## src/rtl/fwd_hazard_unit.sv

```systemverilog
// fwd_hazard_unit: forwarding and hazard unit for the in-order 5-stage pipeline.
// Tracks destination tags of the instructions downstream of ID (tag[1] = EX),
// picks bypass sources for both EX operands and for MEM store data, and raises
// load-use and multi-cycle-multiply stalls.
//
// Ports
//   clk, rst                 pipeline clock, async active-high reset
//   id_valid                 ID holds a real instruction
//   id_rs/id_rt/id_rd        source/destination register indices
//   id_use_rs/id_use_rt      operand consumed by the ALU in EX
//   id_store                 store; rt is read as store data in MEM
//   id_wr                    instruction writes id_rd
//   id_load/id_mul           instruction class
//   flush                    kill the ID instruction
//   fwd_a/fwd_b              registered EX operand selects (0 = regfile, k = source k)
//   fwd_c                    registered MEM store-data select (same encoding)
//   stall_id                 hold PC and IF/ID (combinational)
//   ex_hold                  freeze ID/EX and EX while a multiply runs
//   mul_busy                 multiply counter nonzero
module fwd_hazard_unit #(
  parameter int REG_AW   = 5,
  parameter int DEPTH    = 3,
  parameter int LOAD_LAT = 1,
  parameter int MUL_LAT  = 4,
  parameter int SELW     = $clog2(DEPTH+1)
) (
  input  logic              clk,
  input  logic              rst,
  input  logic              id_valid,
  input  logic [REG_AW-1:0] id_rs,
  input  logic [REG_AW-1:0] id_rt,
  input  logic [REG_AW-1:0] id_rd,
  input  logic              id_use_rs,
  input  logic              id_use_rt,
  input  logic              id_store,
  input  logic              id_wr,
  input  logic              id_load,
  input  logic              id_mul,
  input  logic              flush,
  output logic [SELW-1:0]   fwd_a,
  output logic [SELW-1:0]   fwd_b,
  output logic [SELW-1:0]   fwd_c,
  output logic              stall_id,
  output logic              ex_hold,
  output logic              mul_busy
);

  typedef struct packed {
    logic              v;
    logic [REG_AW-1:0] rd;
    logic              ld;
  } tag_t;

  typedef struct packed {
    logic            hit;
    logic [SELW-1:0] k;
    logic            ld;
  } match_t;

  tag_t [DEPTH:1] tag;
  logic [3:0]     cnt;

  // Youngest producer wins: scan oldest to youngest so the lowest k lands last.
  function automatic match_t lookup(input logic [REG_AW-1:0] r, input tag_t [DEPTH:1] t);
    match_t m;
    m = '0;
    for (int k = DEPTH; k >= 1; k--) begin
      if (t[k].v && t[k].rd == r && r != '0) begin
        m.hit = 1'b1;
        m.k   = SELW'(k);
        m.ld  = t[k].ld;
      end
    end
    return m;
  endfunction

  match_t          ma, mb;
  logic [SELW-1:0] sel_a, sel_b, sel_c;
  logic            lu_a, lu_b, lu_c, lu, st_only, issue;

  always_comb begin
    ma      = lookup(id_rs, tag);
    mb      = lookup(id_rt, tag);
    st_only = id_store & ~id_use_rt;
    sel_a   = (id_use_rs & ma.hit) ? ma.k : '0;
    sel_b   = (id_use_rt & mb.hit) ? mb.k : '0;
    lu_a    = id_use_rs & ma.hit & ma.ld & (int'(ma.k) <= LOAD_LAT);
    lu_b    = id_use_rt & mb.hit & mb.ld & (int'(mb.k) <= LOAD_LAT);
    // Store data is consumed one stage later, so the producer is one stage
    // further along by then; past the last tracked source it is in the regfile.
    sel_c   = '0;
    if (st_only && mb.hit && (int'(mb.k) + 1 <= DEPTH))
      sel_c = SELW'(int'(mb.k) + 1);
    lu_c    = st_only & mb.hit & mb.ld & (int'(mb.k) + 1 <= LOAD_LAT);
    lu      = id_valid & (lu_a | lu_b | lu_c);
  end

  assign mul_busy = (cnt != 4'd0);
  assign ex_hold  = mul_busy;
  // A flushed instruction must not hold IF/ID, otherwise it would sit in ID
  // and stall again on the following cycle.
  assign stall_id = mul_busy | (lu & ~flush);
  assign issue    = id_valid & ~flush & ~stall_id;

  always_ff @(posedge clk or posedge rst) begin
    if (rst) begin
      tag   <= '0;
      cnt   <= 4'd0;
      fwd_a <= '0;
      fwd_b <= '0;
      fwd_c <= '0;
    end else begin
      if (cnt != 4'd0)
        cnt <= cnt - 4'd1;
      else if (issue && id_mul && (MUL_LAT > 1))
        cnt <= 4'(MUL_LAT - 1);

      if (!ex_hold) begin
        for (int k = DEPTH; k >= 2; k--) tag[k] <= tag[k-1];
        tag[1] <= '{v: issue & id_wr, rd: id_rd, ld: id_load};
        fwd_a  <= issue ? sel_a : '0;
        fwd_b  <= issue ? sel_b : '0;
        fwd_c  <= issue ? sel_c : '0;
      end else begin
        // Multiply parked in EX: it stays in tag[1], MEM gets a bubble,
        // everything older keeps draining.
        for (int k = DEPTH; k >= 3; k--) tag[k] <= tag[k-1];
        tag[2] <= '0;
      end
    end
  end

endmodule

```

## config.mk

```make
export PLATFORM = sky130hd
export DESIGN_NAME = fwd_hazard_unit
export DESIGN_NICKNAME = d
export VERILOG_FILES = /design/src/rtl/fwd_hazard_unit.sv
export SDC_FILE = /design/constraint.sdc
export NUM_CORES = 1
export LEC_CHECK = 0
export CAP_MARGIN = 20
export CORE_MARGIN = 3
export CORE_UTILIZATION = 38
export CTS_BUF_LIST = sky130_fd_sc_hd__clkbuf_8
export DETAILED_ROUTE_END_ITERATION = 10
export RECOVER_POWER = 50
export SETUP_SLACK_MARGIN = 0.2
export SYNTH_ARGS = -nofsm -noshare
export SYNTH_HDL_FRONTEND = slang
export SYNTH_SLANG_ARGS = --single-unit
export TNS_END_PERCENT = 1
```

## constraint.sdc

```tcl
create_clock -name clk -period 2.6 [get_ports clk]
set_input_delay 0.26 -clock clk [delete_from_list [all_inputs] [get_ports clk]]
set_output_delay 0.26 -clock clk [all_outputs]
set_load 0.01 [all_outputs]
```

==> results of run 1 <==
## worst min-delay path by stage
stage / to
2_1_floorplan: cnt[0]
4_1_cts: tag[16]
3_5_place_dp: tag[14]
3_3_place_gp: tag[14]
5_1_grt: tag[14]
6_report: tag[14]
## cell usage after synthesis (all sizes together) (2+ instances only)
library cell	number	area share [%]
xor2	8	4.1
nor2b	2	0.73
ha	3	2.2
or3	2	0.80
xnor2	22	11
a21oi	3	0.87
inv	9	2.0
nand2	34	7.4
o31ai	3	1.3
nor3	2	0.58
clkbuf	2	0.44
mux2i	3	2.0
buf	2	0.65
o21ai	5	1.7
nor4	6	3.4
nand4	5	1.8
dfrtp	31	45
and3	7	2.5
nor2	3	1.1
a21o	2	0.87
or4	3	1.5
## routing by layer
metal	track usage, %	vias up	part of all wire (%)
li1	-	747	-
met1	24.7	719	45
met2	28.8	33	48
met3	5.47	9	5.1
met4	6.76	0	1.7
met5	0	-	0
## flip-flops by register name (all words and copies together) (netlist names)
| register | count |
|---|---|
| cnt | 4 |
| fwd_a | 2 |
| fwd_b | 2 |
| fwd_c | 2 |
| tag | 21 |
## where the power goes
part / leakage, nW / internal (W) / switching, W
combinational: 0.734 / 0.000402 / 0.000373
sequential: 0.413 / 0.000607 / 0.000103
clock: 0.0453 / 0.000183 / 0.000188
total: 1.19 / 0.00119 / 0.000663
## what timing repair did
action	in CTS	in global routing
hold buffers	0	0
pin swaps	7	11
gates resized for setup	20	13
setup endpoints to repair	10	12
setup buffers	6	0
## critical path, stage by stage
cell             delay, ns
clkdlybuf4s15_1       0.20
or4_4                 0.50
nor2_4                0.21
buf_6                 0.13
or3_4                 0.13
o21ai_4               0.06
ha_2                  0.20
a21oi_2               0.14
nor2b_2               0.06
a32oi_4               0.20
o21a_1                0.17
o21ai_1               0.07
buf_2                 0.15
## metrics by stage
stage / util [%] / cell area, um2 / setup slack [ns] / TNS (ns) / instances
global route: 62.2 / 2590 / -0.267 / -0.936 / 304
CTS: 62.0 / 2590 / -0.198 / -0.449 / 304
floorplan: - / 1720 / 0.164 / 0 / 167
finish: 62.2 / 2590 / -0.140 / -0.202 / 304
detailed placement: 58.2 / 2430 / -0.807 / -4.99 / 290
global placement: 58.2 / 2430 / -0.715 / -4.19 / 290
## layout make-up
class,instances,area [um2]
Clock inverter,3,16.3
Clock buffer,5,68.8
Inverter,9,33.8
Tap cell,50,62.6
Sequential cell,31,776
Multi-Input combinational cell,123,960
Timing Repair Buffer,83,677
Fill cell,349,1580
## cells by family (layout without fill, tap and decap cells)
group | count (synthesis) | after routing
AOI/OAI and AO/OA | 18 | 18
buffers and inverters | 13 | 100
and+or+nand+nor | 68 | 68
muxes | 4 | 4
xor gates and xnor gates | 30 | 30
adders and majority gates | 3 | 3
DFF | 31 | 31
## cells in the final DEF (no fill, tap or decap), drive strengths merged
cell           count
buf               46
nand2             34
dfrtp             31
clkdlybuf4s50     26
xnor2             22
clkbuf            13
inv               10
xor2               8
and3               7
nor4               6
nand4              5
o21ai              5
nor2               3
or4                3
a21oi              3
o31ai              3
mux2i              3
ha                 3
a21o               2
or3                2
nor2b              2
nor3               2
and2               1
nor4b              1
nand3              1
nand4b             1
a32oi              1
o21a               1
o311ai             1
o2111ai            1
o41ai              1
mux2               1
clkinv             1
clkinvlp           1
dlygate4sd2        1
clkdlybuf4s15      1
dlygate4sd3        1
==> out/results.txt, run 1 <==
Syn-to-layout area delta -> 50.9%
Clk Latency, worst-skew pair -> 0.28 ns
worst hold slack -> 0.403 ns
Clock transition at path regs -> 0.07 ns
Worst Tran Pin Value -> 1.66 ns
leakage power -> 1.19 nW
RR Startpoint -> tag[18]
Hold Path Depth -> 0
chip height -> 73.3 um
DRT Wirelength -> 4450 um
Final ANT Viol Nets -> 0
syn nets -> 195
Final #Nets -> 281
pwr dens -> 715 nW/um2
H-Tree Depth -> 2
adder-cell share of the synthesized area -> 2.18%
final setup fails -> 4
Unique masters post-synth -> 40
first-pass GRT wire length -> 7600 um
violated checks -> max-capacitance violations, max-slew violations, negative setup slack
pin count of the biggest net entering global routing -> 32
min-delay worst type -> reg -> reg
synthesized area -> 1720 um2
# IOs -> 34
critical path peak fanout -> 4
Post-synth EDFFs -> 0
crit end category -> output pin
worst reg2reg path depth -> 12
Core Area -> 4170 um2
Die X -> 73.3 um
vias in the first global route -> 1610
origin of the worst setup path -> id_rt[4]
final hold vios -> 0
worst r2r dst -> cnt[1]
CTS sink count -> 31
flops & latches, synth -> 31
outcome -> complete, but fails checks
flop2flop setup slack -> 0 ns
fin. max-slew vios -> 32
DRT iter0 DRCs -> 72
Via Count -> 1508
crit path time final -> 2.74 ns
Synth Area in Compound Gates -> 9.75%
GPL Wtd Cong -> 0.911
layout cells sized above 1 -> 32.7%
TritonCTS Buffers -> 5
Total Power Consumption -> 0.00186 W
maximum clock frequency -> 0.365 GHz
Max rail drop VDD -> 0.511 mV
crit path to -> stall_id
Avg Inst Size Synth -> 10.3 um2
Row Count -> 23
area of the die -> 5370 um2
GRT overflow -> 0
WP data required -> 2.34 ns
vias per cell -> 4.96
yosys warns -> 0
Initial Util -> 41.2%
Final HPWL DP -> 3510 um
RSZ-0062 raised after global routing -> yes
GR Util All Layers -> 18.6%
largest family of logic cells by synthesized area -> simple AND/OR/NAND/NOR gates
post-synthesis sequential area ratio -> 45.1%
drt drc -> 0
max_slew headroom -> -10.7%
PnR worst setup slack -> -0.140 ns
worst hold start -> tag[7]
Buffers on Ports -> 33
ys flop type -> dfrtp_1
Crit path arrival time -> 2.48 ns
XOR/XNOR Fraction of Synth Area -> 15.3%
period utilization -> 105%
Root Driver -> clkbuf_8
mux cell area share after synthesis -> 2.62%
CTS tree -> built
Startpoint Class -> input pin
Max clock buf depth -> 2
drt first pass iters -> 4
Post-Synthesis Cells -> 167
Maximum Capacitance Violations -> 1
Setup CP Type -> in -> out
Synth Area in Simple Gates -> 22.0%
Synth async-reset ratio -> 100%
clock skew -> 0.00647 ns
# diodes -> 0
routed length per instance -> 14.6 um
initial antenna violation count -> 0
Power figures use the tool's default switching activity.
==> run 2: changes to the inputs <==
- CORE_ASPECT_RATIO: not set -> 0.6
==> run 2 against run 1 <==
Compared with the run above: the flow still finishes with violations (max-capacitance violations, max-slew violations, negative setup slack); maximum frequency down 3.0%; non-clock buffer count up 12; sequential cell count unchanged; cell area up 6.6%; worst setup slack worse by 0.086 ns; worst hold slack better by 0.0092 ns; largest cell class unchanged.
==> out/results.txt, run 2 (synthesis results as in run 1) <==
Syn-to-layout area delta -> 60.8%
CTS tree -> built
Row Count -> 18 (-22%)
leakage power -> 1.27 nW (+6.9%)
pwr dens -> 735 nW/um2 (+2.8%)
# diodes -> 0 (unchanged)
CTS sink count -> 31 (unchanged)
Buffers on Ports -> 33 (unchanged)
Final #Nets -> 293 (+4.3%)
Most flops, register -> tag
Final HPWL DP -> 3590 um (+2.1%)
critical path peak fanout -> 3 (-1)
H-Tree Depth -> 2 (unchanged)
Die X -> 92.8 um (+27%)
period utilization -> 109% (+3.3 points)
final design utilization -> 65.3% (+3.1 points)
most common cell after layout, fill and taps aside -> buf_4
chip height -> 58.1 um (-21%)
Final ANT Viol Nets -> 0 (unchanged)
min-delay worst type -> reg -> reg
DP Area -> 2460 um2 (+1.4%)
DRT iter0 DRCs -> 96 (+33%)
clock skew -> 0.0122 ns (+0.00568 ns)
RSZ-0062 raised after global routing -> yes
violated checks -> max-capacitance violations, max-slew violations, negative setup slack
maximum clock frequency -> 0.354 GHz (-3.0%)
vias per cell -> 5.08 (+2.4%)
top flop regs -> tag: 21 flops, cnt: 4 flops
GR Util met2 -> 30.7% (+1.9 points)
DRT Wirelength -> 5630 um (+27%)
Clock transition at path regs -> 0.08 ns (about the same)
first-pass GRT wire length -> 8460 um (+11%)
fin. max-slew vios -> 32 (unchanged)
Worst Tran Pin Value -> 1.67 ns (+0.00748 ns)
most crowded layer after global routing -> met2
routed length per instance -> 17.3 um (+18%)
Via Count -> 1656 (+9.8%)
M1 GR Usage -> 28.0% (+3.2 points)
Core Area -> 4230 um2 (+1.5%)
initial antenna violation count -> 0 (unchanged)
most frequent cells in the layout -> buf_4, nand2_1, dfrtp_1
crit path time final -> 2.83 ns (+0.0858 ns)
final hold vios -> 0 (unchanged)
# IOs -> 34 (unchanged)
layout cells sized above 1 -> 35.0% (+2.3 points)
crit end category -> output pin
max_slew headroom -> -11.2% (-0.50 points)
Setup Total Neg Slack -> -0.684 ns (-0.482 ns)
PnR worst setup slack -> -0.226 ns (-0.0858 ns)
TritonCTS Buffers -> 5 (unchanged)
Clk Latency, worst-skew pair -> 0.29 ns (about the same)
register area -> 776 um2 (unchanged)
met3 Use GR -> 6.23% (+0.75 points)
GR Util All Layers -> 20.6% (+2.0 points)
design area -> 2760 um2 (+6.6%)
Max clock buf depth -> 2 (unchanged)
area of the die -> 5390 um2 (+0.50%)
pin count of the biggest net entering global routing -> 32 (unchanged)
Largest register FFs -> 21 (unchanged)
Crit path arrival time -> 2.57 ns (+0.09 ns)
Root Driver -> clkbuf_8
area of the multi-input gates -> 977 um2 (+1.8%)
outcome -> complete, but fails checks
Startpoint Class -> flop
fill cell count -> 335 (-4.0%)
Maximum Capacitance Violations -> 1 (unchanged)
WP data required -> 2.34 ns (about the same)
Setup CP Type -> reg -> out
vias in the first global route -> 1690 (+5.0%)
drt drc -> 0 (unchanged)
GPL Wtd Cong -> 0.933 (+2.4%)
GRT overflow -> 0 (unchanged)
drt first pass iters -> 5 (+1)
Max rail drop VDD -> 0.546 mV (+6.8%)
Initial Util -> 40.6% (-0.60 points)
final setup fails -> 8 (+4)
-- run 2: cell type report --
cell class                 instances  share of cell area (%)
multi-input combinational        123                    35.4
inverter                           9                    1.22
clock buffer                       5                    2.49
clock inverter                     3                    1.58
sequential                        31                    28.1
tap                               60                    2.72
timing repair buffer              95                    28.6
-- run 2: critical path: stages (launching register included) --
cell	delay (ns)
dfrtp_1	0.43
xnor2_2	0.24
nand2_2	0.11
nor4_4	0.42
a21oi_4	0.12
ha_4	0.18
a21oi_2	0.12
nor2b_2	0.08
a32oi_4	0.19
o21a_1	0.17
o21ai_1	0.06
buf_2	0.14
-- run 2: layer usage --
metal | part of all wire, % | routed length (um)
met5 | 0 | 0
met4 | 2.4 | 137
met1 | 43 | 2450
met3 | 9.2 | 519
met2 | 45 | 2530
-- run 2: final timing paths --
check                           cells after the start  slack, ns     from  endpoint
worst min-delay path                                0       0.41   tag[7]   tag[14]
min in group asynchronous                           3       0.98      rst    cnt[1]
worst min register to register                      0       0.41   tag[7]   tag[14]
max in group asynchronous                           3       0.65      rst   tag[11]
worst max register to register                     12      -0.12  tag[16]    cnt[1]
worst max-delay path                               11      -0.23  tag[16]  stall_id
-- run 2: power breakdown --
part | switching, W | internal, W | total (W)
logic | 0.000400 | 0.000417 | 0.000818
clock network | 0.000205 | 0.000285 | 0.000490
registers | 0.000118 | 0.000606 | 0.000724
-- run 2: through the flow --
| stage | std cells | total power [W] | hold slack [ns] | worst slack [ns] |
|---|---|---|---|---|
| detailed placement | 303 | 0.00150 | 0.382 | -0.815 |
| global route | 326 | 0.00216 | 0.423 | -0.332 |
| floorplan | 167 | 0.00113 | 0.364 | 0.164 |
| global placement | 303 | 0.00148 | 0.397 | -0.739 |
| finish | 326 | 0.00203 | 0.412 | -0.226 |
| CTS | 324 | 0.00200 | 0.353 | -0.237 |
-- run 2: repair_timing --
item / 4_1_cts / 5_1_grt
hold buffers: 0 / 0
buffers inserted: 13 / 2
setup endpoints to repair: 10 / 12
gates cloned: 0 / 0
pin swaps: 13 / 13
gates resized for setup: 24 / 13
